<file path="src/rtl/scan_cmp_seq.sv">
// -----------------------------------------------------------------------------
// scan_cmp_seq
//
// Bit sequencer for the scan-path compare datapath. For each byte of a scan it
// fetches the expected and mask bytes from vector memory, and hands them to the
// TDI demux. It then walks the 3-bit bit select through the byte, driving one
// TCK low/high phase pair per bit. When the byte is complete, it writes the
// demux fail byte back to the same address. Compare failures reported by the
// demux are counted, and the count saturates at all-ones.
//
// Optional feature: define SCAN_STOP_ON_FAIL_EN to end the scan after the
// first failing bit. In that case the partial byte is written and aborted is
// set. When the macro is undefined, the scan always runs the full bit_len.
//
// Ports:
//   clk, reset       system clock, asynchronous active-high reset
//   start            one-cycle scan request (honoured only while idle)
//   bit_len          scan length in bits, sampled with start
//   base_adr         first byte address, sampled with start
//   busy / done      scan in progress / one-cycle end-of-scan pulse
//   aborted          last scan ended early on a failure
//   fail_cnt         failing bits of the current/last scan (saturating)
//   mem_rd, mem_adr  vector read strobe and byte address
//   mem_exp/mem_mask expected/mask byte, valid the cycle after mem_rd
//   fail_we/wdata    fail byte write strobe and data (same address)
//   dm_adr           bit select to the demux
//   dm_exp, dm_mask  expected/mask bytes to the demux
//   dm_tck, dm_tdo_en TCK phase and compare enable to the demux
//   dm_fail          demux fail register
//   dm_fail_flag     demux per-bit fail pulse, one clk after the TCK-high cycle
// -----------------------------------------------------------------------------
module scan_cmp_seq #(
   parameter int LEN_W  = 16,
   parameter int ADDR_W = 12
) (
   input  logic              clk,
   input  logic              reset,
   input  logic              start,
   input  logic [LEN_W-1:0]  bit_len,
   input  logic [ADDR_W-1:0] base_adr,
   output logic              busy,
   output logic              done,
   output logic              aborted,
   output logic [LEN_W-1:0]  fail_cnt,
   output logic              mem_rd,
   output logic [ADDR_W-1:0] mem_adr,
   input  logic [7:0]        mem_exp,
   input  logic [7:0]        mem_mask,
   output logic              fail_we,
   output logic [7:0]        fail_wdata,
   output logic [2:0]        dm_adr,
   output logic [7:0]        dm_exp,
   output logic [7:0]        dm_mask,
   output logic              dm_tck,
   output logic              dm_tdo_en,
   input  logic [7:0]        dm_fail,
   input  logic              dm_fail_flag
);

`ifdef SCAN_STOP_ON_FAIL_EN
   localparam logic STOP_EN = 1'b1;
`else
   localparam logic STOP_EN = 1'b0;
`endif

   typedef enum logic [2:0] {
      IDLE  = 3'd0,
      FETCH = 3'd1,
      LOAD  = 3'd2,
      TLO   = 3'd3,
      THI   = 3'd4,
      WRB   = 3'd5,
      DONE  = 3'd6
   } state_t;

   state_t              state_q, state_d;
   logic [LEN_W-1:0]    len_q, len_d;
   logic [LEN_W-1:0]    bit_cnt_q, bit_cnt_d;
   logic [LEN_W-1:0]    fail_cnt_q, fail_cnt_d;
   logic [ADDR_W-1:0]   adr_q, adr_d;
   logic                aborted_q, aborted_d;
   logic                abort_pend_q, abort_pend_d;
   logic [2:0]          dm_adr_q, dm_adr_d;
   logic [7:0]          dm_exp_q, dm_exp_d;
   logic [7:0]          dm_mask_q, dm_mask_d;

   logic [LEN_W-1:0]    bit_cnt_inc;
   logic [7:0]          wr_keep;

   assign bit_cnt_inc = bit_cnt_q + LEN_W'(1);

   // Keep bits 0..dm_adr of the demux fail register and zero everything above.
   // The upper bits may hold stale results from an earlier byte.
   assign wr_keep = 8'hFF >> (3'd7 - dm_adr_q);

   always_comb begin
      state_d      = state_q;
      len_d        = len_q;
      bit_cnt_d    = bit_cnt_q;
      fail_cnt_d   = fail_cnt_q;
      adr_d        = adr_q;
      aborted_d    = aborted_q;
      abort_pend_d = abort_pend_q;
      dm_adr_d     = dm_adr_q;
      dm_exp_d     = dm_exp_q;
      dm_mask_d    = dm_mask_q;

      // The fail pulse of a bit lands in the cycle after its THI. That cycle
      // is either the next bit's TLO or the byte's WRB.
      if ((state_q == TLO || state_q == WRB) && dm_fail_flag && (fail_cnt_q != '1)) begin
         fail_cnt_d = fail_cnt_q + LEN_W'(1);
      end

      unique case (state_q)
         IDLE: begin
            if (start) begin
               len_d        = bit_len;
               adr_d        = base_adr;
               bit_cnt_d    = '0;
               fail_cnt_d   = '0;
               aborted_d    = 1'b0;
               abort_pend_d = 1'b0;
               state_d      = (bit_len != '0) ? FETCH : DONE;
            end
         end
         FETCH: state_d = LOAD;
         LOAD: begin
            dm_exp_d  = mem_exp;
            dm_mask_d = mem_mask;
            dm_adr_d  = 3'd0;
            state_d   = TLO;
         end
         TLO: begin
            if (STOP_EN && dm_fail_flag) begin
               // dm_adr has already advanced to a bit that never saw TCK high.
               // Step it back so that the write-back mask covers only the bits
               // that were actually compared.
               abort_pend_d = 1'b1;
               if (dm_adr_q != 3'd0) begin
                  dm_adr_d = dm_adr_q - 3'd1;
               end
               state_d = WRB;
            end else begin
               state_d = THI;
            end
         end
         THI: begin
            bit_cnt_d = bit_cnt_inc;
            if (dm_adr_q == 3'd7 || bit_cnt_inc == len_q) begin
               state_d = WRB;
            end else begin
               dm_adr_d = dm_adr_q + 3'd1;
               state_d  = TLO;
            end
         end
         WRB: begin
            abort_pend_d = 1'b0;
            if (STOP_EN && (abort_pend_q || dm_fail_flag)) begin
               aborted_d = 1'b1;
               state_d   = DONE;
            end else if (bit_cnt_q != len_q) begin
               adr_d   = adr_q + ADDR_W'(1);
               state_d = FETCH;
            end else begin
               state_d = DONE;
            end
         end
         DONE: state_d = IDLE;
         default: state_d = IDLE;
      endcase
   end

   always_ff @(posedge clk or posedge reset) begin
      if (reset) begin
         state_q      <= IDLE;
         len_q        <= '0;
         bit_cnt_q    <= '0;
         fail_cnt_q   <= '0;
         adr_q        <= '0;
         aborted_q    <= 1'b0;
         abort_pend_q <= 1'b0;
         dm_adr_q     <= 3'd0;
         dm_exp_q     <= 8'h00;
         dm_mask_q    <= 8'h00;
      end else begin
         state_q      <= state_d;
         len_q        <= len_d;
         bit_cnt_q    <= bit_cnt_d;
         fail_cnt_q   <= fail_cnt_d;
         adr_q        <= adr_d;
         aborted_q    <= aborted_d;
         abort_pend_q <= abort_pend_d;
         dm_adr_q     <= dm_adr_d;
         dm_exp_q     <= dm_exp_d;
         dm_mask_q    <= dm_mask_d;
      end
   end

   // Strobes are pure state decodes. Reset forces IDLE, so they drop at once.
   assign busy       = (state_q != IDLE);
   assign done       = (state_q == DONE);
   assign mem_rd     = (state_q == FETCH);
   assign fail_we    = (state_q == WRB);
   assign fail_wdata = (state_q == WRB) ? (dm_fail & wr_keep) : 8'h00;
   assign dm_tck     = (state_q == THI);
   assign dm_tdo_en  = (state_q == TLO) || (state_q == THI);
   assign aborted    = aborted_q;
   assign fail_cnt   = fail_cnt_q;
   assign mem_adr    = adr_q;
   assign dm_adr     = dm_adr_q;
   assign dm_exp     = dm_exp_q;
   assign dm_mask    = dm_mask_q;

endmodule

</file>
<file path="config.mk">
export PLATFORM = sky130hd
export DESIGN_NAME = scan_cmp_seq
export DESIGN_NICKNAME = d
export VERILOG_FILES = /design/src/rtl/scan_cmp_seq.sv
export SDC_FILE = /design/constraint.sdc
export NUM_CORES = 1
export LEC_CHECK = 0
export CAP_MARGIN = 15
export CORE_MARGIN = 2
export CORE_UTILIZATION = 50
export DETAILED_ROUTE_END_ITERATION = 10
export PLACE_DENSITY = 0.81
export SYNTH_ARGS = -nofsm -noshare
export SYNTH_HDL_FRONTEND = slang
export SYNTH_SLANG_ARGS = --single-unit
export TNS_END_PERCENT = 5
</file>
<file path="constraint.sdc">
create_clock -name clk -period 2.8 [get_ports clk]
set_clock_uncertainty 0.1 [all_clocks]
set_input_delay 0.28 -clock clk [delete_from_list [all_inputs] [get_ports clk]]
set_output_delay 0.28 -clock clk [all_outputs]
set_load 0.005 [all_outputs]
</file>
==> flow_metrics.env, run 1 <==
export IMPL_final_cell_mix="clkdlybuf4s50_1, nand2_1, dfrtp_1"
export IMPL_wl_per_cell_um=15.7
export IMPL_p_leak_nw=2.63
export IMPL_slew_viol_final=0
export IMPL_drt_iter0_markers=221
export IMPL_ff2ff_path_depth=7
export IMPL_final_cells=768
export IMPL_ioPinCount=118
export IMPL_power_mw=5.08
export IMPL_syn2layout_area_growth_pct=31.1
export IMPL_grt_pass1_wl_um=20000
export IMPL_ys_ff_latch=82
export IMPL_hold_viol_final=0
export IMPL_grt_pass1_vias=4262
export IMPL_worstSetupPathType="reg -> out"
export IMPL_dp_hpwl_um=9120
export IMPL_reg2reg_slack_ns=0.27
export IMPL_fp_coreArea_um2=9280
export IMPL_port_buffers=116
export IMPL_required_ns=2.42
export IMPL_start_util_pct=51.7
export IMPL_rsz0062_at_grt="false"
export IMPL_setup_slack_ns=0.202
export IMPL_status="finished clean"
export IMPL_r2r_start="bit_cnt_q[0]"
export IMPL_finish_utilization_pct=67.8
export IMPL_synthDistinctLibCells=67
export IMPL_die_area_um2=10400
export IMPL_syn_inst=521
export IMPL_antenna_found_initial=0
export IMPL_peakVddDrop_mv=0.552
export IMPL_startpoint_type="flop"
export IMPL_gp_congestion=0.934
export IMPL_num_vias=4308
export IMPL_final_layout_size_suffix_gt1_share_pct=11.9
export IMPL_root_buffer="clkbuf_8"
export IMPL_synth_area_leaders="dfrtp_1, nand2_1, mux2_2"
export IMPL_power_density_nw_per_um2=807
export IMPL_tightestPinTransition_ns=0.661
export IMPL_final_common_cell="clkdlybuf4s50_1"
export IMPL_cts_tree="yes"
export IMPL_grt_overflow=0
export IMPL_crit_arrival_ns=2.22
export IMPL_dp_cells=752
export IMPL_syn_area_per_cell_um2=9.21
export IMPL_finalSetupTns_ns=0
export IMPL_path_max_fanout=14
export IMPL_grt_max_degree=41
export IMPL_antenna_cells=0
export IMPL_critPathLaunch="state_q[1]"
export IMPL_die_height_um=102
export IMPL_dp_slack_ns=0.344
export IMPL_htreeDepth=3
export IMPL_synthesis_nets=584
export IMPL_maxCapViolCount=0
export IMPL_synthesis_area_um2=4800
export IMPL_rows=35
export IMPL_end_kind="output port"
export IMPL_netlist_area_leader_share_pct=42.8
export IMPL_fin_nets=697
export IMPL_path_clk_slew_ns=0.10
export IMPL_synth_warnings=0
export IMPL_routed_wl_um=12100
export IMPL_dr_pass1_iters=5
export IMPL_avgViaCountPerCell=5.61
export IMPL_yosysTopAreaCell="dfrtp_1"
export IMPL_ys_seq_area_share_pct=42.8
export IMPL_grt_use_total_pct=24.1
export IMPL_synth_edf_count=0
export IMPL_clockBufferDepth=2
export IMPL_clk_latency_ns=0.36
export IMPL_r2r_end="dm_adr[2]"
export IMPL_synth_async_reset_ratio_pct=100
export IMPL_clock_sinks=82
export IMPL_synth_ff_type="dfrtp_1"
export IMPL_max_slew_margin_pct=55.9
export IMPL_period_share_pct=92.8
export IMPL_setup_viol=0
export IMPL_route_detailed_drc=0
export IMPL_fmax_mhz=385
export IMPL_ant_nets=0
export IMPL_cts_inserted_buffers=9
export IMPL_post_route_min_period_ns=2.60
export IMPL_fp_dieW_um=102
export IMPL_hold_class="in -> async"
[worst max-delay path: stages, from the launching register on]
cell and delay (ns):
dfrtp_1 0.51, nor2b_1 0.21, nand2_2 0.22, inv_1 0.18, buf_4 0.21, clkdlybuf4s50_1 0.52
[worst max-delay path by stage]
stage	slack (ns)	end
global placement	0.44	dm_adr[0]
CTS	0.13	fail_we
detailed placement	0.34	dm_adr[2]
global route	0.05	fail_we
floorplan	0.31	bit_cnt_q[0]
finish	0.20	fail_we
[per-stage QoR]
stage / area, um2 / hold WS, ns
2_1_floorplan: 4800 / 0.285
3_3_place_gp: 6060 / 0.382
3_5_place_dp: 6060 / 0.390
4_1_cts: 6290 / 0.0719
5_1_grt: 6290 / 0.0900
6_report: 6290 / 0.0762
[sequential cells by signal (all words and copies together), names as in the netlist]
name and flops:
mem_adr 12, len_q 16, state_q 3, dm_adr 3
fail_cnt 16, bit_cnt_q 16, dm_exp 8, dm_mask 8
[layout make-up]
class | count | area [um2]
clock inverters | 7 | 106
flip-flops and latches | 82 | 2050
well taps | 129 | 161
multi-input cells | 393 | 2490
clock buffers | 9 | 124
fillers | 756 | 2990
repair buffers | 130 | 1290
inverters | 18 | 68.8
[kinds of logic after synthesis]
kind of cell | count (synthesis) | share of synthesized area [%]
mux | 21 | 4.82
buf+inv | 46 | 5.47
compound gates | 98 | 14.3
xor+xnor | 33 | 6.31
fa+ha+maj | 7 | 1.82
simple gates | 233 | 24.4
flops | 82 | 42.8
other cells | 1 | 0.0781
[routing by layer]
metal	global-route usage (%)	wire, um	vias up
li1	-	-	2081
met1	31.4	5110	2075
met2	40.0	5960	134
met3	7.32	859	18
met4	5.33	157	0
met5	0	0	-
[Yosys cell counts (3+ instances only)]
cell type	number
clkbuf_8	5
inv_1	18
dfrtp_1	82
a32oi_1	5
xor2_1	13
ha_1	7
nand2b_1	4
nor2_1	41
mux2i_1	4
or2_2	3
o22a_1	5
nor3b_1	3
a31oi_1	6
nand4_1	15
a21oi_1	13
o31ai_1	6
nand2_1	95
or3_1	6
buf_2	5
buf_1	3
buf_6	4
xnor2_1	19
nor4_1	6
nor3_1	13
o211ai_1	11
o21ai_0	25
and3_1	13
clkbuf_1	10
mux2_2	17
a31o_2	3
nand3_1	14
[report_power, final]
group          leakage [nW]  internal, mW  switching, mW
clock                 0.117         0.520          0.489
sequential             1.05          1.56          0.388
combinational          1.46          1.19          0.932
[timing repair]
| item | 4_1_cts | 5_1_grt |
|---|---|---|
| buffers inserted | 0 | 0 |
| hold buffers | 0 | 0 |
| resized for setup | 1 | 1 |
| setup endpoints to repair | 1 | 2 |
| hold endpoints to repair | 0 | 0 |
Note: power is estimated with default switching activity, not from simulation.
==> inputs of run 2 (changes only) <==
--- a/config.mk
+++ b/config.mk
@@ -9,6 +9,7 @@
 export CORE_MARGIN = 2
 export CORE_UTILIZATION = 50
 export DETAILED_ROUTE_END_ITERATION = 10
+export GPL_ROUTABILITY_DRIVEN = 0
 export PLACE_DENSITY = 0.81
 export SYNTH_ARGS = -nofsm -noshare
 export SYNTH_HDL_FRONTEND = slang
==> constraint.sdc (replaced) <==
create_clock -name clk -period 2.8 [get_ports clk]
set_clock_uncertainty 0.1 [all_clocks]
set_input_delay 0.56 -clock clk [delete_from_list [all_inputs] [get_ports clk]]
set_output_delay 0.56 -clock clk [all_outputs]
set_load 0.005 [all_outputs]
==> flow_metrics.env, run 2 (synthesized netlist as in run 1, its figures left out) <==
export IMPL_status="finished clean"
export IMPL_final_cell_mix="clkdlybuf4s50_1, nand2_1, dfrtp_1"
export IMPL_wl_per_cell_um=16.1
export IMPL_rsz0062_at_grt="false"
export IMPL_crit_arrival_ns=2.01
export IMPL_num_vias=4422
export IMPL_hold_class="in -> async"
export IMPL_end_kind="output port"
export IMPL_path_max_fanout=6
export IMPL_peakVddDrop_mv=0.621
export IMPL_fp_dieW_um=102
export IMPL_rows=35
export IMPL_required_ns=2.14
export IMPL_clk_latency_ns=0.37
export IMPL_path_clk_slew_ns=0.10
export IMPL_hold_viol_final=0
export IMPL_power_switching_mw=1.83
export IMPL_start_util_pct=51.7
export IMPL_setup_slack_ns=0.134
export IMPL_port_buffers=116
export IMPL_swShare_pct=36.4
export IMPL_finalSetupTns_ns=0
export IMPL_dp_hpwl_um=9070
export IMPL_clock_sinks=82
export IMPL_grt_use_total_pct=24.6
export IMPL_ioPinCount=118
export IMPL_power_density_nw_per_um2=801
export IMPL_p_int_mw=3.20
export IMPL_cp_top_family="buffers and inverters"
export IMPL_dp_slack_ns=0.333
export IMPL_final_cells=770
export IMPL_dp_cells=754
export IMPL_max_slew_margin_pct=57.1
export IMPL_antenna_found_initial=0
export IMPL_syn2layout_area_growth_pct=30.7
export IMPL_post_route_min_period_ns=2.67
export IMPL_worstSetupPathType="reg -> out"
export IMPL_slew_viol_final=0
export IMPL_final_common_cell="clkdlybuf4s50_1"
export IMPL_fp_coreArea_um2=9280
export IMPL_cpMaxStageDelayCell="clkdlybuf4s50_1"
export IMPL_grt_max_degree=39
export IMPL_fin_area_um2=6270
export IMPL_drt_iter0_markers=215
export IMPL_ant_nets=0
export IMPL_path_buf_inv=2
export IMPL_die_height_um=102
export IMPL_htreeDepth=3
export IMPL_fin_nets=699
export IMPL_dr_pass1_iters=5
export IMPL_clockBufferDepth=2
export IMPL_pwr_share_seq_pct=37.9
export IMPL_period_share_pct=95.2
export IMPL_multi_input_area_um2=2490
export IMPL_hold_buffers=0
export IMPL_routed_wl_um=12400
export IMPL_final_layout_size_suffix_gt1_share_pct=12.2
export IMPL_seq_area_um2=2050
export IMPL_fmax_mhz=375
export IMPL_antenna_cells=0
export IMPL_avgViaCountPerCell=5.74
export IMPL_clockPowerShare_pct=18.4
export IMPL_grt_overflow=0
export IMPL_fillers=768
export IMPL_critPathMostFrequentCell="ha_1"
export IMPL_cts_inserted_buffers=9
export IMPL_dpl_cell_area_um2=6060
export IMPL_maxCapViolCount=0
export IMPL_cpPeakStageDelay_ns=0.53
export IMPL_grt_pass1_wl_um=20600
export IMPL_startpoint_type="flop"
export IMPL_cts_tree="yes"
export IMPL_route_detailed_drc=0
export IMPL_tightestPinTransition_ns=0.642
export IMPL_path_cells="ha_1 -> inv_1 -> ha_1 -> nor3b_1 -> clkdlybuf4s50_1"
export IMPL_grt_pass1_vias=4313
export IMPL_combPwrFrac_pct=43.8
export IMPL_p_leak_nw=2.62
export IMPL_root_buffer="clkbuf_8"
export IMPL_die_area_um2=10400
export IMPL_setup_viol=0
## run 2: cell type report
cell class              count  area share [%]
multi-input cells         393            39.7
inverters                  18            1.10
clock inverters             7            1.30
clock buffers               9            1.97
well taps                 129            2.57
flip-flops and latches     82            32.7
repair buffers            132            20.6
## run 2: stage by stage
step | power [mW] | hold WS [ns] | utilization, %
2_1_floorplan | 3.14 | 0.365 | -
3_3_place_gp | 4.03 | 0.382 | 65.3
3_5_place_dp | 4.11 | 0.397 | 65.3
4_1_cts | 5.05 | 0.387 | 67.5
5_1_grt | 5.37 | 0.411 | 67.6
6_report | 5.03 | 0.379 | 67.6
## run 2: power by group through the flow
stage	clock, mW	sequential (mW)	combinational (mW)
floorplan	0	1.86	1.27
global placement	0	1.89	2.14
detailed placement	0	1.92	2.20
CTS	0.933	1.90	2.21
global route	0.976	1.97	2.43
finish	0.923	1.90	2.20
## run 2: repair_timing
item,4_1_cts,5_1_grt
gates resized for setup,1,1
endpoints found under the setup margin,1,1
pin swaps,0,0
buffers inserted,0,0
## run 2: path summary, 6_finish.rpt
kind,to,slack (ns),cells after the start,start
min,fail_cnt[5],0.38,2,reset
max reg2reg,dm_adr[2],0.30,7,bit_cnt_q[0]
min in group clk,len_q[14],0.41,2,len_q[14]
max,fail_wdata[3],0.13,5,dm_adr[1]
min reg2reg,len_q[14],0.41,2,len_q[14]
max in group asynchronous,len_q[10],1.56,3,reset
## run 2: layer usage
metal,wire [um],track usage [%],vias up,part of all wire [%]
met4,230,8.92,0,1.9
met3,904,5.81,23,7.3
met5,0,0,-,0
met1,5240,32.0,2144,42
li1,-,-,2085,-
met2,6050,40.2,170,49
## run 2: worst reg2reg max path: stages (launching register included)
cell and delay (ns):
dfrtp_1 0.45, ha_1 0.30, nand2_1 0.19, nor4_2 0.38, mux2_2 0.39, a22oi_2 0.23
and3_4 0.26, o211ai_1 0.10
==> inputs of run 3 (changes only) <==
--- a/config.mk
+++ b/config.mk
@@ -6,7 +6,7 @@
 export NUM_CORES = 1
 export LEC_CHECK = 0
 export CAP_MARGIN = 15
-export CORE_MARGIN = 2
+export CORE_MARGIN = 8
 export CORE_UTILIZATION = 50
 export DETAILED_ROUTE_END_ITERATION = 10
 export GPL_ROUTABILITY_DRIVEN = 0
==> flow_metrics.env, run 3 (synthesized netlist as in run 1, its figures left out) <==
export IMPL_grt_max_degree=51
export IMPL_path_max_fanout=10
export IMPL_slew_viol_final=0
export IMPL_dr_pass1_iters=5
export IMPL_grt_use_total_pct=20.2
export IMPL_startpoint_type="flop"
export IMPL_r2r_end="dm_adr[2]"
export IMPL_path_cells="nor2b_1 -> nand2_2 -> buf_4 -> a211oi_1 -> clkdlybuf4s50_1"
export IMPL_rsz0062_at_grt="false"
export IMPL_hold_depth=1
export IMPL_fmax_mhz=371
export IMPL_post_cts_buffers=0
export IMPL_dp_slack_ns=0.304
export IMPL_clockBufferDepth=2
export IMPL_syn2layout_area_growth_pct=30.5
export IMPL_hold_class="reg -> reg"
export IMPL_ff2ff_path_depth=7
export IMPL_final_cell_mix="clkdlybuf4s50_1, nand2_1, dfrtp_1"
export IMPL_fin_nets=698
export IMPL_r2r_start="bit_cnt_q[0]"
export IMPL_clk_latency_ns=0.35
export IMPL_antenna_cells=0
export IMPL_final_layout_size_suffix_gt1_share_pct=11.6
export IMPL_grt_use_met1_pct=24.4
export IMPL_cpPeakStageDelay_ns=0.56
export IMPL_status="finished clean"
export IMPL_top_usage_layer="met2"
export IMPL_ioPinCount=118
export IMPL_max_slew_margin_pct=54.6
export IMPL_grt_overflow=0
export IMPL_dp_cells=753
export IMPL_use_met3_pct=7.29
export IMPL_crit_cells=5
export IMPL_die_height_um=114
export IMPL_fp_coreArea_um2=9280
export IMPL_cts_inserted_buffers=9
export IMPL_final_cells=768
export IMPL_hold_buffers=0
export IMPL_post_route_min_period_ns=2.69
export IMPL_grt_pass1_vias=4345
export IMPL_fillers=759
export IMPL_num_vias=4373
export IMPL_grt_pass1_wl_um=21500
export IMPL_finalSetupTns_ns=0
export IMPL_worstSetupPathType="reg -> out"
export IMPL_cp_top_family="buffers and inverters"
export IMPL_avgViaCountPerCell=5.69
export IMPL_power_density_nw_per_um2=803
export IMPL_multi_input_area_um2=2490
export IMPL_hold_viol_final=0
export IMPL_required_ns=2.14
export IMPL_drt_iter0_markers=269
export IMPL_ant_nets=0
export IMPL_final_common_cell="clkdlybuf4s50_1"
export IMPL_port_buffers=116
export IMPL_root_buffer="clkbuf_8"
export IMPL_dp_hpwl_um=9900
export IMPL_cts_tree="yes"
export IMPL_min_from="bit_cnt_q[15]"
export IMPL_fin_hold_ws_ns=0.406
export IMPL_maxCapViolCount=0
export IMPL_p_leak_nw=2.61
export IMPL_htreeDepth=3
export IMPL_crit_arrival_ns=2.03
export IMPL_reg2reg_slack_ns=0.30
export IMPL_tightestPinTransition_ns=0.680
export IMPL_grt_util_met2_pct=32.6
export IMPL_path_buf_inv=2
export IMPL_die_area_um2=13000
export IMPL_wl_per_cell_um=16.9
export IMPL_start_util_pct=51.7
export IMPL_clock_sinks=82
export IMPL_path_clk_slew_ns=0.08
export IMPL_min_to="bit_cnt_q[15]"
export IMPL_rows=35
export IMPL_antenna_found_initial=0
export IMPL_period_share_pct=96.2
export IMPL_fp_dieW_um=114
export IMPL_routed_wl_um=13000
export IMPL_setup_viol=0
export IMPL_seq_area_um2=2050
export IMPL_power_mw=5.03
export IMPL_cts_resized=0
export IMPL_end_kind="output port"
export IMPL_setup_slack_ns=0.107
export IMPL_route_detailed_drc=0
export IMPL_cpMaxStageDelayCell="clkdlybuf4s50_1"
export IMPL_peakVddDrop_mv=0.509
-- run 3: changes by cell type in the layout (fill, tap and decap cells not counted), sizes merged --
| cell | delta |
|---|---|
| buf | -1 |
| bufinv | +1 |
| clkinvlp | +1 |
| inv | -5 |
| clkinv | +1 |
| clkbuf | +1 |
-- run 3: metal layers --
| layer | up-vias | wire length, um |
|---|---|---|
| met5 | - | 0 |
| met4 | 0 | 246 |
| met3 | 29 | 1230 |
| met2 | 190 | 6370 |
| met1 | 2078 | 5160 |
| li1 | 2076 | - |
-- run 3: where the power goes --
group          leakage, nW  internal, mW  switching, mW  total [mW]
combinational         1.46          1.21           1.00        2.21
sequential            1.05          1.56          0.344        1.90
clock               0.0984         0.496          0.423       0.919
-- run 3: area by class of cell --
cell class | count | area share [%]
multi-input cells | 393 | 39.7
flip-flops and latches | 82 | 32.8
repair buffers | 131 | 20.5
well taps | 129 | 2.58
clock buffers | 10 | 2.04
clock inverters | 5 | 1.28
inverters | 18 | 1.10
-- run 3: worst max-delay path by stage --
stage / startpoint / end
5_1_grt: state_q[1] / fail_wdata[1]
3_3_place_gp: dm_fail[1] / fail_wdata[1]
6_report: state_q[1] / fail_wdata[1]
4_1_cts: state_q[1] / fail_wdata[1]
3_5_place_dp: dm_fail[1] / fail_wdata[1]
2_1_floorplan: reset / bit_cnt_q[0]
-- run 3: through the flow --
| step | util (%) | instance area [um2] |
|---|---|---|
| after floorplan | - | 4800 |
| final | 67.5 | 6260 |
| after detailed placement | 65.2 | 6050 |
| after CTS | 67.4 | 6260 |
| after global routing | 67.5 | 6260 |
| after global placement | 65.2 | 6050 |
